<file path="config.mk">
export PLATFORM = sky130hd
export DESIGN_NAME = fios_casc_ctrl
export DESIGN_NICKNAME = d
export VERILOG_FILES = /design/src/rtl/fios_casc_pkg.sv /design/src/rtl/fios_delay_line.sv /design/src/rtl/fios_casc_ctrl.sv
export SDC_FILE = /design/constraint.sdc
export NUM_CORES = 1
export LEC_CHECK = 0
export CAP_MARGIN = 20
export CORE_UTILIZATION = 56
export CTS_CLUSTER_SIZE = 28
export DETAILED_ROUTE_END_ITERATION = 12
export PLACE_DENSITY = 0.92
export SYNTH_ARGS = -nofsm -noshare
export SYNTH_HDL_FRONTEND = slang
export SYNTH_HIERARCHICAL = 1
export SYNTH_SLANG_ARGS = --single-unit
</file>
<file path="constraint.sdc">
create_clock -name clock_i -period 5 [get_ports clock_i]
set_input_delay 1 -clock clock_i [delete_from_list [all_inputs] [get_ports clock_i]]
set_output_delay 1 -clock clock_i [all_outputs]
set_load 0.03 [all_outputs]
</file>
<file path="src/rtl/fios_casc_pkg.sv">
// Shared types and DSP OPMODE constants for the FIOS cascade controller.
package fios_casc_pkg;

    localparam int unsigned IDX_W    = 6;
    localparam int unsigned OPMODE_W = 9;
    localparam int unsigned CNT_W    = 16;

    localparam logic [OPMODE_W-1:0] OPMODE_MUL_C          = 9'h185;
    localparam logic [OPMODE_W-1:0] OPMODE_MUL_PCIN_SHR17 = 9'h055;
    localparam logic [OPMODE_W-1:0] OPMODE_IDLE           = 9'h000;

    typedef enum logic [1:0] {
        IDLE  = 2'd0,
        ISSUE = 2'd1,
        DRAIN = 2'd2,
        DONE  = 2'd3
    } state_t;

    // Control word presented to the DSP slice in one cycle
    typedef struct packed {
        logic [OPMODE_W-1:0] opmode;
        logic                creg_en;
        logic [IDX_W-1:0]    a_idx;
        logic [IDX_W-1:0]    b_idx;
    } dsp_ctrl_t;

    // First word of each row restarts the sum from C; later words fold in PCIN>>17
    function automatic dsp_ctrl_t issue_ctrl(input logic [IDX_W-1:0] i,
                                             input logic [IDX_W-1:0] j);
        dsp_ctrl_t c;
        c.a_idx   = i;
        c.b_idx   = j;
        c.creg_en = (j == '0);
        c.opmode  = (j == '0) ? OPMODE_MUL_C : OPMODE_MUL_PCIN_SHR17;
        return c;
    endfunction

endpackage

</file>
<file path="src/rtl/fios_delay_line.sv">
// Resettable shift register of configurable depth and width.
module fios_delay_line #(
    parameter int unsigned DEPTH = 1,
    parameter int unsigned WIDTH = 1
) (
    input  logic             clk,
    input  logic             rst_n,
    input  logic [WIDTH-1:0] din,
    output logic [WIDTH-1:0] dout
);

    logic [WIDTH-1:0] stage [DEPTH];

    always_ff @(posedge clk) begin
        if (!rst_n) begin
            for (int k = 0; k < int'(DEPTH); k++) begin
                stage[k] <= '0;
            end
        end else begin
            stage[0] <= din;
            for (int k = 1; k < int'(DEPTH); k++) begin
                stage[k] <= stage[k-1];
            end
        end
    end

    assign dout = stage[DEPTH-1];

endmodule

</file>
<file path="src/rtl/fios_casc_ctrl.sv">
// Sequencer for a cascaded DSP58 FIOS multiply: issues all i/j word pairs then drains.
// Optional FIOS_CASC_CTRL_CYCLE_CNT_EN adds a saturating per-operation cycle counter.
module fios_casc_ctrl
    import fios_casc_pkg::*;
#(
    parameter int unsigned ABREG      = 1,
    parameter int unsigned MREG       = 1,
    parameter int unsigned WORD_COUNT = 8
) (
    input  logic                clock_i,
    input  logic                rst_n_i,
    input  logic                start_i,
    output logic                ready_o,
    output logic [OPMODE_W-1:0] opmode_o,
    output logic                creg_en_o,
    output logic [IDX_W-1:0]    a_idx_o,
    output logic [IDX_W-1:0]    b_idx_o,
    output logic                p_valid_o,
    output logic                p_last_o,
    output logic                done_o
`ifdef FIOS_CASC_CTRL_CYCLE_CNT_EN
    ,
    output logic [CNT_W-1:0]    cycle_cnt_o
`endif
);

    localparam int unsigned    DSP_REG_LEVEL = 1 + ABREG + MREG;
    localparam int unsigned    DRAIN_W       = $clog2(DSP_REG_LEVEL + 1);
    localparam logic [IDX_W-1:0]   LAST_IDX   = IDX_W'(WORD_COUNT - 1);
    localparam logic [DRAIN_W-1:0] DRAIN_LAST = DRAIN_W'(DSP_REG_LEVEL - 1);

    state_t             state_q, state_d;
    logic [IDX_W-1:0]   i_q, i_d;
    logic [IDX_W-1:0]   j_q, j_d;
    logic [DRAIN_W-1:0] drain_q, drain_d;
    dsp_ctrl_t          ctrl_q, ctrl_d;
    logic               ready_d;
    logic               done_d;
    logic               issue_c;
    logic               last_c;

    always_ff @(posedge clock_i) begin
        if (!rst_n_i) begin
            state_q <= IDLE;
            i_q     <= '0;
            j_q     <= '0;
            drain_q <= '0;
            ctrl_q  <= '0;
            ready_o <= 1'b1;
            done_o  <= 1'b0;
        end else begin
            state_q <= state_d;
            i_q     <= i_d;
            j_q     <= j_d;
            drain_q <= drain_d;
            ctrl_q  <= ctrl_d;
            ready_o <= ready_d;
            done_o  <= done_d;
        end
    end

    // Next state, indices, and the control word for the cycle being entered
    always_comb begin
        state_d = state_q;
        i_d     = i_q;
        j_d     = j_q;
        drain_d = drain_q;
        ctrl_d  = '0;
        ctrl_d.opmode = OPMODE_IDLE;

        case (state_q)
            IDLE: begin
                if (start_i) begin
                    state_d = ISSUE;
                    i_d     = '0;
                    j_d     = '0;
                end
            end
            ISSUE: begin
                if (j_q == LAST_IDX) begin
                    j_d = '0;
                    if (i_q == LAST_IDX) begin
                        state_d = DRAIN;
                        i_d     = '0;
                        drain_d = '0;
                    end else begin
                        i_d = IDX_W'(i_q + IDX_W'(1));
                    end
                end else begin
                    j_d = IDX_W'(j_q + IDX_W'(1));
                end
            end
            DRAIN: begin
                if (drain_q == DRAIN_LAST) begin
                    state_d = DONE;
                    drain_d = '0;
                end else begin
                    drain_d = DRAIN_W'(drain_q + DRAIN_W'(1));
                end
            end
            DONE: begin
                state_d = IDLE;
            end
            default: begin
                state_d = IDLE;
            end
        endcase

        if (state_d == ISSUE) begin
            ctrl_d = issue_ctrl(i_d, j_d);
        end
        ready_d = (state_d == IDLE);
        done_d  = (state_d == DONE);
    end

    assign opmode_o  = ctrl_q.opmode;
    assign creg_en_o = ctrl_q.creg_en;
    assign a_idx_o   = ctrl_q.a_idx;
    assign b_idx_o   = ctrl_q.b_idx;

    // Issue flags enter the delay line in the same cycle the DSP sees the operands
    assign issue_c = (state_q == ISSUE);
    assign last_c  = issue_c && (i_q == LAST_IDX) && (j_q == LAST_IDX);

    fios_delay_line #(
        .DEPTH (DSP_REG_LEVEL),
        .WIDTH (2)
    ) u_p_delay (
        .clk   (clock_i),
        .rst_n (rst_n_i),
        .din   ({last_c, issue_c}),
        .dout  ({p_last_o, p_valid_o})
    );

`ifdef FIOS_CASC_CTRL_CYCLE_CNT_EN
    // Counts busy cycles of the current operation; holds through IDLE
    always_ff @(posedge clock_i) begin
        if (!rst_n_i) begin
            cycle_cnt_o <= '0;
        end else if (state_q == IDLE) begin
            if (start_i) begin
                cycle_cnt_o <= '0;
            end
        end else if (cycle_cnt_o != '1) begin
            cycle_cnt_o <= CNT_W'(cycle_cnt_o + CNT_W'(1));
        end
    end
`endif

endmodule
</file>
==> results.sh <==
export IMPL_syn_area_sq_mm=0.00181
export IMPL_setup_tns_ns=0
export IMPL_drc=0
export IMPL_rrSetupSlack_ns=2.47
export IMPL_stdcell_count=243
export IMPL_worstReg2RegEnd="opmode_o[7]"
export IMPL_fin_crit_ns=2.53
export IMPL_r2r_start="state_q[1]"
export IMPL_synth_top_family_by_area="simple AND/OR/NAND/NOR gates"
export IMPL_core_sq_mm=0.00305
export IMPL_vias=1342
export IMPL_first_pass_iters=4
export IMPL_highest_layer="met4"
export IMPL_power_frac_seq=0.550
export IMPL_final_hold_viol_count=0
export IMPL_cp_arrival_ns=2.78
export IMPL_synth_xor_area_frac=0.0242
export IMPL_hpwl_um=2380
export IMPL_area_delta_synth_final_pct=13.1
export IMPL_comb_power_share=0.199
export IMPL_avgViaCountPerCell=5.52
export IMPL_ios=29
export IMPL_placedInstanceArea_sq_mm=0.00200
export IMPL_n_antenna_cell=0
export IMPL_async_flop_share=0
export IMPL_htree_levels=2
export IMPL_drt_wl_total_um=3340
export IMPL_critPathKind="reg2reg"
export IMPL_synth_edf_count=0
export IMPL_wl_met2_um=1620
export IMPL_max_slew_margin_rel=0.431
export IMPL_cts_resized=0
export IMPL_critPathLaunch="state_q[1]"
export IMPL_maxSlewViolCount=0
export IMPL_utilization=0.670
export IMPL_hold_path_endpoint="u_p_delay/stage[0][4]"
export IMPL_swShare=0.297
export IMPL_cp_start_kind="register"
export IMPL_synthMuxAreaShare=0.00760
export IMPL_synth_avg_cell_area_sq_um=10.0
export IMPL_hold_path_class="reg2reg"
export IMPL_outcome="finished clean"
export IMPL_fmax_ghz=0.395
export IMPL_grt_overflow_total=0
export IMPL_drv_cap=0
export IMPL_grt_max_degree=25
export IMPL_gp_congestion=0.852
export IMPL_seq_area_frac_synth=0.431
export IMPL_internal_power_uw=419
export IMPL_die_w_um=58.9
export IMPL_fin_hold_ws_ns=0.441
export IMPL_clockBufferDepth=2
export IMPL_drive_above_1_share=0.121
export IMPL_hp_start="u_p_delay/stage[0][2]"
export IMPL_finalInstanceArea_sq_mm=0.00205
export IMPL_whs_path_depth=1
export IMPL_clk_latency_ns=0.35
export IMPL_wl_per_cell_um=13.7
export IMPL_yosysTopAreaCell="dfxtp_1"
export IMPL_cts_setup_buffers=0
export IMPL_path_max_fanout=16
export IMPL_ys_flop_type="dfxtp_1"
export IMPL_p_sw_uw=177
export IMPL_pre_cts_ws_ns=2.16
export IMPL_numCtsBuffers=5
export IMPL_setup_violations=0
export IMPL_cts_hold_buf=0
export IMPL_yosysUniqueCellTypes=48
export IMPL_yosys_area_share_simple=0.255
export IMPL_fillCellCount=257
export IMPL_peakVddDrop_mv=0.215
export IMPL_synth_fa_ha_area_frac=0.0346
export IMPL_power_uw=595
export IMPL_antenna_found_initial=0
export IMPL_track_usage=0.212
export IMPL_met3_length_um=211
export IMPL_grt_first_pass_wirelength_um=5350
export IMPL_crit_required_ns=5.25
export IMPL_placedCellCount=235
export IMPL_fp_row_count=20
export IMPL_cts_tree="done"
export IMPL_synth_seq_cells=39
export IMPL_clock_sinks=39
export IMPL_chipHeight_um=58.9
export IMPL_initial_utilization=0.593
export IMPL_wl_met1_um=1450
export IMPL_synthCells=181
export IMPL_clkSlewWorstSetupHoldPaths_ns=0.10
export IMPL_ys_top_cells_by_area="dfxtp_1, buf_4, nor3_2"
export IMPL_clkPwrFrac=0.251
export IMPL_cts_root_buf="clkbuf_4"
export IMPL_end_kind="register"
export IMPL_yosys_warnings=6
export IMPL_tightest_slew_ns=0.854
export IMPL_fin_nets=206
export IMPL_dieArea_sq_mm=0.00346
export IMPL_grt_pass1_vias=1255
export IMPL_synth_compound_area_frac=0.165
export IMPL_fin_skew_ns=0.00715
export IMPL_rr_worst_depth=7
export IMPL_drtIter0Drc=68
export IMPL_rsz0062_at_grt="no"
export IMPL_fin_ws_ns=2.47
export IMPL_power_per_cell_area_mw_per_mm2=291
export IMPL_finalCritPeriodShare=0.507
export IMPL_ant_nets=0
export IMPL_port_buffers=25
export IMPL_synth_top_cell_area_share=0.431
export IMPL_p_leak_nw=0.753
==> flip-flops by register name, summed over array words and instances (netlist names) <==
name and cells:
state_q 2, ready_o 1, done_o 1, opmode_o 3, b_idx_o 6, a_idx_o 6
u_p_delay/stage 6, i_q 6, drain_q 2, j_q 6
==> cell families (layout without fill, tap and decap cells) <==
family | after synthesis | count (layout)
mux | 1 | 1
xor+xnor | 5 | 5
other cells | 1 | 3
flops | 39 | 39
buf+inv | 22 | 38
fa+ha+maj | 5 | 5
simple gates | 71 | 71
compound gates | 37 | 37
==> cell usage in the layout (no fill, tap or decap), types with 2 or more instances in the layout <==
| cell | n |
|---|---|
| a211oi_1 | 3 |
| a21boi_0 | 3 |
| a21boi_1 | 2 |
| a21oi_1 | 5 |
| a22oi_1 | 7 |
| and2_1 | 10 |
| clkbuf_1 | 2 |
| clkbuf_4 | 5 |
| clkdlybuf4s50_1 | 25 |
| conb_1 | 3 |
| dfxtp_1 | 39 |
| ha_1 | 5 |
| inv_1 | 4 |
| nand2_1 | 14 |
| nand3_1 | 3 |
| nand4_1 | 2 |
| nor2_1 | 8 |
| nor2b_1 | 10 |
| nor3_1 | 2 |
| nor3_2 | 7 |
| nor3b_1 | 2 |
| nor4_1 | 3 |
| o21a_1 | 2 |
| o21ai_0 | 5 |
| o2bb2ai_1 | 2 |
| xor2_1 | 4 |
==> cells in the mapped netlist (4+ instances only) <==
cell type and n:
nor2b_1 10, buf_4 10, dfxtp_1 39, nor3_2 7, nand2_1 14, inv_1 4
xor2_1 4, a22oi_1 7, nor2_1 8, ha_1 5, and2_1 10, a21oi_1 5
o21ai_0 5
==> worst max-delay path, stage by stage (launching register included) <==
cell and delay [ns]:
dfxtp_1 0.34, inv_1 0.12, ha_1 0.61, mux2i_2 0.33, a22oi_1 0.37, nand2_1 0.13
a2111oi_2 0.26, nor4bb_1 0.27
==> power by group through the flow <==
| stage | clock network [mW] | logic, mW | registers [mW] |
|---|---|---|---|
| finish | 0.149 | 0.119 | 0.328 |
| global route | 0.168 | 0.126 | 0.329 |
| CTS | 0.152 | 0.118 | 0.328 |
| detailed placement | 0 | 0.118 | 0.335 |
| global placement | 0 | 0.114 | 0.334 |
| floorplan | 0 | 0.0790 | 0.346 |
==> worst max-delay path by stage <==
stage                        endpoint  slack (ns)
after detailed placement  opmode_o[7]        2.16
final                     opmode_o[7]        2.47
after floorplan           opmode_o[7]        2.99
after global routing      opmode_o[7]        2.24
after CTS                 opmode_o[7]        2.49
after global placement    opmode_o[7]        2.29
==> final cells by class <==
type | instances | area (sq um) | area share
Inverter | 5 | 18.8 | 0.00917
Clock inverter | 1 | 5.00 | 0.00244
Tap cell | 44 | 55.1 | 0.0269
Timing Repair Buffer | 25 | 250 | 0.122
Clock buffer | 7 | 45.0 | 0.0220
Multi-Input combinational cell | 122 | 892 | 0.436
Sequential cell | 39 | 781 | 0.381
==> routing by layer <==
layer | vias to the layer above | global-route usage
li1 | 665 | -
met1 | 613 | 0.240
met2 | 56 | 0.334
met3 | 8 | 0.0813
met4 | 0 | 0.133
met5 | - | 0
(Power assumes the default switching activity.)
